**src/rtl/match_controller.sv**
```systemverilog
// Match sequencer: IDLE -> INTRO -> PVP/PVAI fight -> GAME_OVER, with health, round timer and winner.
// Optional MATCH_PAUSE_EN adds a pause input and a paused output for the fight states.
module match_controller #(
   parameter int INTRO_FRAMES   = 120,
   parameter int FRAMES_PER_SEC = 60,
   parameter int ROUND_SECS     = 99,
   parameter int HEALTH_W       = 4,
   parameter int MAX_HEALTH     = 8,
   parameter int OVER_FRAMES    = 180
) (
   input  logic                clk,
   input  logic                reset,
   input  logic                tick,
   input  logic                start,
   input  logic                mode_sel,
   input  logic                hit_p1,
   input  logic                hit_p2,
`ifdef MATCH_PAUSE_EN
   input  logic                pause,
   output logic                paused,
`endif
   output logic [2:0]          state,
   output logic                ai_en,
   output logic                players_rst,
   output logic [HEALTH_W-1:0] p1_health,
   output logic [HEALTH_W-1:0] p2_health,
   output logic [6:0]          round_secs,
   output logic [1:0]          winner
);

   typedef enum logic [2:0] {
      ST_IDLE      = 3'd0,
      ST_INTRO     = 3'd1,
      ST_PVP       = 3'd2,
      ST_PVAI      = 3'd3,
      ST_GAME_OVER = 3'd4
   } state_t;

   localparam int MAX_A  = (INTRO_FRAMES > OVER_FRAMES) ? INTRO_FRAMES : OVER_FRAMES;
   localparam int MAX_FR = (MAX_A > FRAMES_PER_SEC) ? MAX_A : FRAMES_PER_SEC;
   localparam int CNT_W  = $clog2(MAX_FR + 1);

   localparam logic [HEALTH_W-1:0] HEALTH_INIT = HEALTH_W'(MAX_HEALTH);
   localparam logic [6:0]          SECS_INIT   = 7'(ROUND_SECS);

   state_t              state_q, state_d;
   logic                ai_en_q, ai_en_d;
   logic                players_rst_q, players_rst_d;
   logic [HEALTH_W-1:0] p1_health_q, p1_health_d;
   logic [HEALTH_W-1:0] p2_health_q, p2_health_d;
   logic [6:0]          round_secs_q, round_secs_d;
   logic [1:0]          winner_q, winner_d;
   logic [CNT_W-1:0]    frame_q, frame_d;
   logic                hold;
   logic                p1_ko, p2_ko;
`ifdef MATCH_PAUSE_EN
   logic                paused_q, paused_d;
`endif

   assign p1_ko = (p1_health_q == '0);
   assign p2_ko = (p2_health_q == '0);

   always_comb begin
      state_d      = state_q;
      ai_en_d      = ai_en_q;
      p1_health_d  = p1_health_q;
      p2_health_d  = p2_health_q;
      round_secs_d = round_secs_q;
      winner_d     = winner_q;
      frame_d      = frame_q;
      hold         = 1'b0;
`ifdef MATCH_PAUSE_EN
      paused_d     = paused_q;
      hold         = paused_q | pause;
`endif
      case (state_q)
         ST_IDLE: begin
            if (start) begin
               state_d      = ST_INTRO;
               ai_en_d      = mode_sel;
               p1_health_d  = HEALTH_INIT;
               p2_health_d  = HEALTH_INIT;
               round_secs_d = SECS_INIT;
               winner_d     = 2'b00;
               frame_d      = '0;
            end
         end
         ST_INTRO: begin
            if (tick) begin
               if (frame_q == CNT_W'(INTRO_FRAMES - 1)) begin
                  state_d = ai_en_q ? ST_PVAI : ST_PVP;
                  frame_d = '0;
               end else begin
                  frame_d = frame_q + 1'b1;
               end
            end
         end
         ST_PVP, ST_PVAI: begin
            // End of fight is judged on registered values; KO outranks timeout.
            if (p1_ko || p2_ko) begin
               state_d  = ST_GAME_OVER;
               frame_d  = '0;
               winner_d = {p1_ko, p2_ko};
            end else if (round_secs_q == '0) begin
               state_d  = ST_GAME_OVER;
               frame_d  = '0;
               if (p1_health_q > p2_health_q)      winner_d = 2'b01;
               else if (p2_health_q > p1_health_q) winner_d = 2'b10;
               else                                winner_d = 2'b11;
            end else if (!hold) begin
               // Both healths and the timer are nonzero here, so a single decrement cannot wrap.
               if (hit_p1) p2_health_d = p2_health_q - 1'b1;
               if (hit_p2) p1_health_d = p1_health_q - 1'b1;
               if (tick) begin
                  if (frame_q == CNT_W'(FRAMES_PER_SEC - 1)) begin
                     frame_d      = '0;
                     round_secs_d = round_secs_q - 1'b1;
                  end else begin
                     frame_d = frame_q + 1'b1;
                  end
               end
            end
`ifdef MATCH_PAUSE_EN
            if (start) paused_d = ~paused_q;
`endif
         end
         ST_GAME_OVER: begin
            if (start || (tick && frame_q == CNT_W'(OVER_FRAMES - 1))) begin
               state_d = ST_IDLE;
               frame_d = '0;
            end else if (tick) begin
               frame_d = frame_q + 1'b1;
            end
         end
         default: begin
            state_d = ST_IDLE;
            frame_d = '0;
         end
      endcase
`ifdef MATCH_PAUSE_EN
      if (state_d != ST_PVP && state_d != ST_PVAI) paused_d = 1'b0;
`endif
      players_rst_d = !(state_d == ST_PVP || state_d == ST_PVAI);
   end

   always_ff @(posedge clk) begin
      if (reset) begin
         state_q       <= ST_IDLE;
         ai_en_q       <= 1'b0;
         players_rst_q <= 1'b1;
         p1_health_q   <= HEALTH_INIT;
         p2_health_q   <= HEALTH_INIT;
         round_secs_q  <= SECS_INIT;
         winner_q      <= 2'b00;
         frame_q       <= '0;
`ifdef MATCH_PAUSE_EN
         paused_q      <= 1'b0;
`endif
      end else begin
         state_q       <= state_d;
         ai_en_q       <= ai_en_d;
         players_rst_q <= players_rst_d;
         p1_health_q   <= p1_health_d;
         p2_health_q   <= p2_health_d;
         round_secs_q  <= round_secs_d;
         winner_q      <= winner_d;
         frame_q       <= frame_d;
`ifdef MATCH_PAUSE_EN
         paused_q      <= paused_d;
`endif
      end
   end

   assign state       = state_q;
   assign ai_en       = ai_en_q;
   assign players_rst = players_rst_q;
   assign p1_health   = p1_health_q;
   assign p2_health   = p2_health_q;
   assign round_secs  = round_secs_q;
   assign winner      = winner_q;
`ifdef MATCH_PAUSE_EN
   assign paused      = paused_q;
`endif

endmodule

```
**config.mk**
```make
export PLATFORM = sky130hd
export DESIGN_NAME = match_controller
export DESIGN_NICKNAME = d
export VERILOG_FILES = /design/src/rtl/match_controller.sv
export SDC_FILE = /design/constraint.sdc
export NUM_CORES = 1
export LEC_CHECK = 0
export ABC_AREA = 1
export BUFFER_PORTS_ARGS = -buffer_cell sky130_fd_sc_hd__buf_2
export CAP_MARGIN = 10
export CELL_PAD_IN_SITES_DETAIL_PLACEMENT = 0
export CELL_PAD_IN_SITES_GLOBAL_PLACEMENT = 2
export CORE_MARGIN = 2
export CORE_UTILIZATION = 31
export DETAILED_ROUTE_END_ITERATION = 7
export PLACE_DENSITY_LB_ADDON = 0.08
export SLEW_MARGIN = 20
export SYNTH_ARGS = -nofsm -noshare
export SYNTH_HDL_FRONTEND = slang
export SYNTH_SLANG_ARGS = --single-unit
```
**constraint.sdc**
```tcl
create_clock -name clk -period 1.9 [get_ports clk]
set_clock_uncertainty 0.1 [all_clocks]
set_input_delay 0.285 -clock clk [delete_from_list [all_inputs] [get_ports clk]]
set_output_delay 0.285 -clock clk [all_outputs]
set_load 0.05 [all_outputs]
```
**Yosys cells after proc, flatten, opt, wreduce, memory -nomap -nowiden**

Cells that the tools add are included.

- Bits in registers: 30
- Input bits: 7
- Output and inout bits: 22
- Word-level logic and storage cells: 90

- Add/subtract/negate cells: 4
- Order comparisons: 2
- Equal/unequal tests: 20
- Mux-type cells: 39
- Reduce and logical (&&, ||, !) cells: 17

Operator list:

| cell | number |
|---|---|
| 2-to-1 mux 8 bit | 9 |
| 2-to-1 mux 7 bit | 5 |
| case mux 8 bit (4 select lines) | 1 |
| 2-to-1 mux 4 bit | 7 |
| 2-to-1 mux 3 bit | 6 |
| inequality test 2 bit (second input constant) | 8 |
| case mux 4 bit (2 select lines) | 2 |
| case mux 7 bit (2 select lines) | 1 |
| == test 3 x 2 -> 1 bit (second input constant) | 4 |
| case mux 3 bit (4 select lines) | 1 |
| AND reduction 5 bit | 2 |
| adder 8 x 1 -> 8 bit (second input constant) | 1 |
| == test 8 x 6 -> 1 bit (second input constant) | 1 |
| == test 8 x 7 -> 1 bit (second input constant) | 1 |
| == test 8 bit (second input constant) | 1 |
| greater-than comparator 4 bit | 2 |
| zero test 4 bit | 2 |
| 2-to-1 mux 2 bit | 4 |
| subtractor 4 x 1 -> 4 bit (second input constant) | 2 |
| zero test 7 bit | 1 |
| subtractor 7 x 1 -> 7 bit (second input constant) | 1 |
| inequality test 3 bit (second input constant) | 2 |
| AND reduction 6 bit | 1 |
| inequality test 4 bit (second input constant) | 1 |
| 13 further kinds | 16 |

**Logic depth before layout (Yosys ltp)**

- Word-level depth: 8
- Mapped depth: 12
- Gate-level depth less buffers: 12

**Worst setup path before layout**

No wires, ideal clock.

- Path type: reg2reg
- From: register p2_health_q[0], in the netlist p2_health[0]
- To: register round_secs_q[2], in the netlist round_secs[2]
- Setup time: 116 ps
- Arrival time: 1851 ps
- Data required time: 1684 ps
- Setup slack: -168 ps
- Stages on the path, launching flop included: 11
- Path buffers: 0
- Clock period less this slack: 2068 ps
- Cell sequence: dfxtp_1 -> inv_1 -> ha_1 -> nand3_2 -> nand2_2 -> nor2_8 -> nand2_4 -> nand2_4 -> nand3_4 -> xor2_1 -> nor2_2

- Word-level cells in the longest chain between the ends: 4

RTL lines:

| item | line | RTL |
|---|---|---|
| start, declared | 50 | `logic [HEALTH_W-1:0] p2_health_q, p2_health_d;` |
| start signal, assigned | 164 | `p2_health_q <= p2_health_d;` |
| zero test 4 bit | 61 | `assign p2_ko = (p2_health_q == '0);` |
| logical OR 1 bit | 100 | `if (p1_ko \|\| p2_ko) begin` |
| inequality test 2 bit (no line) | n/a |  |
| AND reduction 6 bit (no line) | n/a |  |
| end signal, assigned | 165 | `round_secs_q <= round_secs_d;` |
| end, declared | 51 | `logic [6:0] round_secs_q, round_secs_d;` |

No other way between the ends.
A chain may end at the register's enable or synchronous reset.

**Final worst setup path**

- From: register p2_health_q[0], in the netlist p2_health[0]
- To: register frame_q[0]

- Word-level cells in the longest chain between the ends: 4
- Elaborated cells on any way between the ends: 6
- Classes of those cells: 1 x eq/ne; 2 x mux; 3 x reduce/logical

RTL lines:

| item | line | RTL |
|---|---|---|
| zero test 4 bit (*) | 61 |  |
| logical OR 1 bit (*) | 100 |  |
| inequality test 4 bit (no line) / 2-to-1 mux 8 bit (equally long branches) | n/a |  |
| AND reduction 4 bit (no line) / case mux 8 bit (4 select lines) (equally long branches) | n/a |  |
| end signal, assigned | 167 | `frame_q <= frame_d;` |
| end, declared | 53 | `logic [CNT_W-1:0] frame_q, frame_d;` |

Every way passes the cells marked *; elsewhere a longest branch is shown, timed or not.

==> impl_metrics.yaml <==
status:
  status: "finished, final reports clean"
cells_and_area:
  seq_area_um2: 608.1
  fin_nets: 316
  finalInstanceArea_um2: 2261
  diodes: 0
  fin_cells: 374
  multi_input_area_um2: 1131
  layout-drive-gt1-share_pct: 27.42
  utilization_pct: 38.64
  fill_cells: 619
  areaGrowthSynthToFinish_pct: 22.26
clocking:
  cts_tree: "done"
  clkLatencyLatePin_ps: 280
  cts-htree-levels: 2
  cts_root_buffer: "clkbuf_8"
  cts_made_buffers: 5
  path_clk_slew_ps: 60
  clock_sinks: 30
  clockBufferDepth: 2
floorplan:
  coreArea_um2: 5851
  die_w_um: 81.24
  die_height_um: 81.24
  start_util_pct: 31.61
  rows: 28
  dieArea_um2: 6599
  boundaryPins: 29
critical_path:
  reg2reg_depth: 11
  endpoint_kind: "flip-flop"
  critPathSlowestCell: "dfxtp_2"
  path_cells: "inv_1 -> ha_2 -> nand3_2 -> nand2_4 -> nor2_1 -> nand3_2 -> nand3_4 -> inv_2 -> nand2_1 -> nand2_1 -> a21oi_1"
  start_kind: "flip-flop"
  worst-path-buf-inv: 2
  arrival_ps: 1810
  path_max_fanout: 8
  cp_top_family: "simple AND/OR/NAND/NOR gates"
  cp.depth: 11
  critPathMaxStageDelay_ps: 330
  critical_path_class: "reg -> reg"
  required_ps: 1960
timing:
  min_period_over_period_pct: 92.00
  hold_viol_final: 0
  fin_crit_ps: 1748
  rsz0062_at_grt: "no"
  setup_tns_ps: 0
  finalSetupViolCount: 0
  clock.fmax_ghz: 0.5721
  slew_viol_final: 0
  final.setup.worst_slack_ps: 152.0
  worst_pin_slew_ps: 323.0
  slew_headroom_pct: 78.39
  holdWs_ps: 162.7
place:
  dp_hpwl_um: 3642
  io_buffers: 28
  place_area_um2: 2127
  gp_congestion: 0.8067
  place_ws_ps: 62.24
  place_inst: 366
detailed_routing:
  wire_per_inst_um: 12.72
  firstDrtPassIters: 4
  drc: 0
  vias_per_cell: 4.693
  ant_nets: 0
  drt_wl_total_um: 4756
  vias: 1755
  drtIter0Drc: 66
yosys:
  synthAdderAreaFrac_pct: 6.089
  yosysSeqAreaShare_pct: 32.48
  ys_warn_count: 0
  synth_top_area_cell: "dfxtp_1"
  syn-num-nets: 275
  synth_top_family_by_area: "simple AND/OR/NAND/NOR gates"
  ys_ff_latch: 30
  synth_cell_types: 35
  synth_xor_area_share_pct: 2.842
  ys_top_cells_by_area: "dfxtp_1, nand2_1, nor2_1"
  netlist_area_um2: 1849
  synthCells: 259
  synth_compound_gate_area_share_pct: 13.67
  synth_top_area_share_pct: 32.48
  avgSynthCellArea_um2: 7.140
  muxShareOfSynthArea_pct: 0
  synth-simple-area-share_pct: 36.67
power_and_ir_drop:
  p_leak_nw: 1.013
  vdd.ir_drop.worst_uv: 326.8
  total_power_mw: 1.519
  powerDensity_nw_per_um2: 671.8
global_route:
  antenna_found_initial: 0
  grt_pass1_vias: 1632
  grt_usage_pct: 15.93
  grt-ovfl-total: 0
  grt_max_degree: 15
  grt_pass1_wl_um: 7935
hold_path:
  worstHoldPathType: "in -> reg"
  min_path_cells: 3
flow_run:
  maxCapViolCount: 0
-- layout make-up --
cell class	count	area share, %
tap	75	4.151
clock buffer	6	3.652
sequential	30	26.90
inverter	38	6.419
timing repair buffer	36	8.854
multi-input combinational	189	50.03
-- synth_stat cells --
| cell | instances |
|---|---|
| a21boi_0 | 1 |
| a21oi_1 | 20 |
| buf_1 | 1 |
| clkbuf_1 | 1 |
| dfxtp_1 | 30 |
| ha_1 | 9 |
| inv_1 | 31 |
| inv_2 | 6 |
| inv_4 | 1 |
| nand2_1 | 47 |
| nand2_2 | 4 |
| nand2_4 | 4 |
| nand3_1 | 21 |
| nand3_2 | 4 |
| nand3_4 | 2 |
| nand3b_1 | 2 |
| nand4_1 | 5 |
| nand4_2 | 1 |
| nor2_1 | 32 |
| nor2_2 | 3 |
| nor2_4 | 1 |
| nor2_8 | 1 |
| nor3_1 | 2 |
| nor4_1 | 1 |
| o211ai_1 | 2 |
| o21a_1 | 1 |
| o21ai_0 | 12 |
| o21ai_1 | 1 |
| o21ai_2 | 2 |
| o21ai_4 | 1 |
| o221ai_1 | 1 |
| o31ai_1 | 2 |
| or2_0 | 1 |
| xnor2_1 | 1 |
| xor2_1 | 5 |
-- logic make-up (layout without fill, tap and decap cells) --
| kind of cell | count (synthesis) | in the layout |
|---|---|---|
| simple gates | 131 | 131 |
| compound gates | 43 | 43 |
| buf+inv | 40 | 80 |
| flops | 30 | 30 |
| fa+ha+maj | 9 | 9 |
| xor+xnor | 6 | 6 |
-- repair_timing --
action                     CTS  global route
hold buffers                 0             0
setup endpoints to repair    0            16
setup buffers                0             2
gates resized for setup      0             9
-- routing by layer --
layer  up-vias  wire [um]  GRT usage [%]
li1        928          -              -
met1       784       2446          21.84
met2        34       2078          25.04
met3         9        159          3.000
met4         0         71          5.424
met5         -          0              0
-- sequential cells by signal, summed over array words and instances (netlist names) --
| name | flops |
|---|---|
| p1_health | 4 |
| players_rst | 1 |
| frame_q | 8 |
| winner | 2 |
| round_secs | 7 |
| state | 3 |
| ai_en | 1 |
| p2_health | 4 |
-- layout by cell type, fill, tap and decap left out, types with 5 or more instances in the layout --
cell      Yosys  layout
buf_4         0       8
nand2_4       4       5
dfxtp_2       0       6
o21ai_0      12      11
a21oi_1      20      20
xor2_1        5       5
nand4_1       5       5
ha_1          9       6
buf_2         0      28
dfxtp_1      30      24
inv_1        31      31
nand3_1      21      20
inv_2         6       6
nand3_2       4       5
nand2_1      47      47
clkbuf_8      0       6
nor2_1       32      32
-- final timing paths --
check,from,to,slack [ps]
setup reg to reg,p2_health[0]$_SDFFE_PP0P_,frame_q[0]$_SDFFE_PP0P_,150
hold / removal,mode_sel,ai_en$_SDFFE_PP0P_,160
setup / recovery,p2_health[0]$_SDFFE_PP0P_,frame_q[0]$_SDFFE_PP0P_,150
hold reg to reg,p2_health[0]$_SDFFE_PP0P_,p2_health[0]$_SDFFE_PP0P_,330
-- power breakdown --
group          switching, mW  internal, mW
logic                  0.223        0.0992
registers             0.0270         0.656
clock network          0.235         0.279
-- worst reg2reg max path: stages, from the launching register on --
cell     delay, ps
dfxtp_2        330
inv_1          130
ha_2           220
nand3_2        120
nand2_4        130
nor2_1          60
nand3_2        100
nand3_4        100
inv_2          140
nand2_1         90
nand2_1         80
a21oi_1         50
Note: power is estimated with default switching activity, not from simulation.
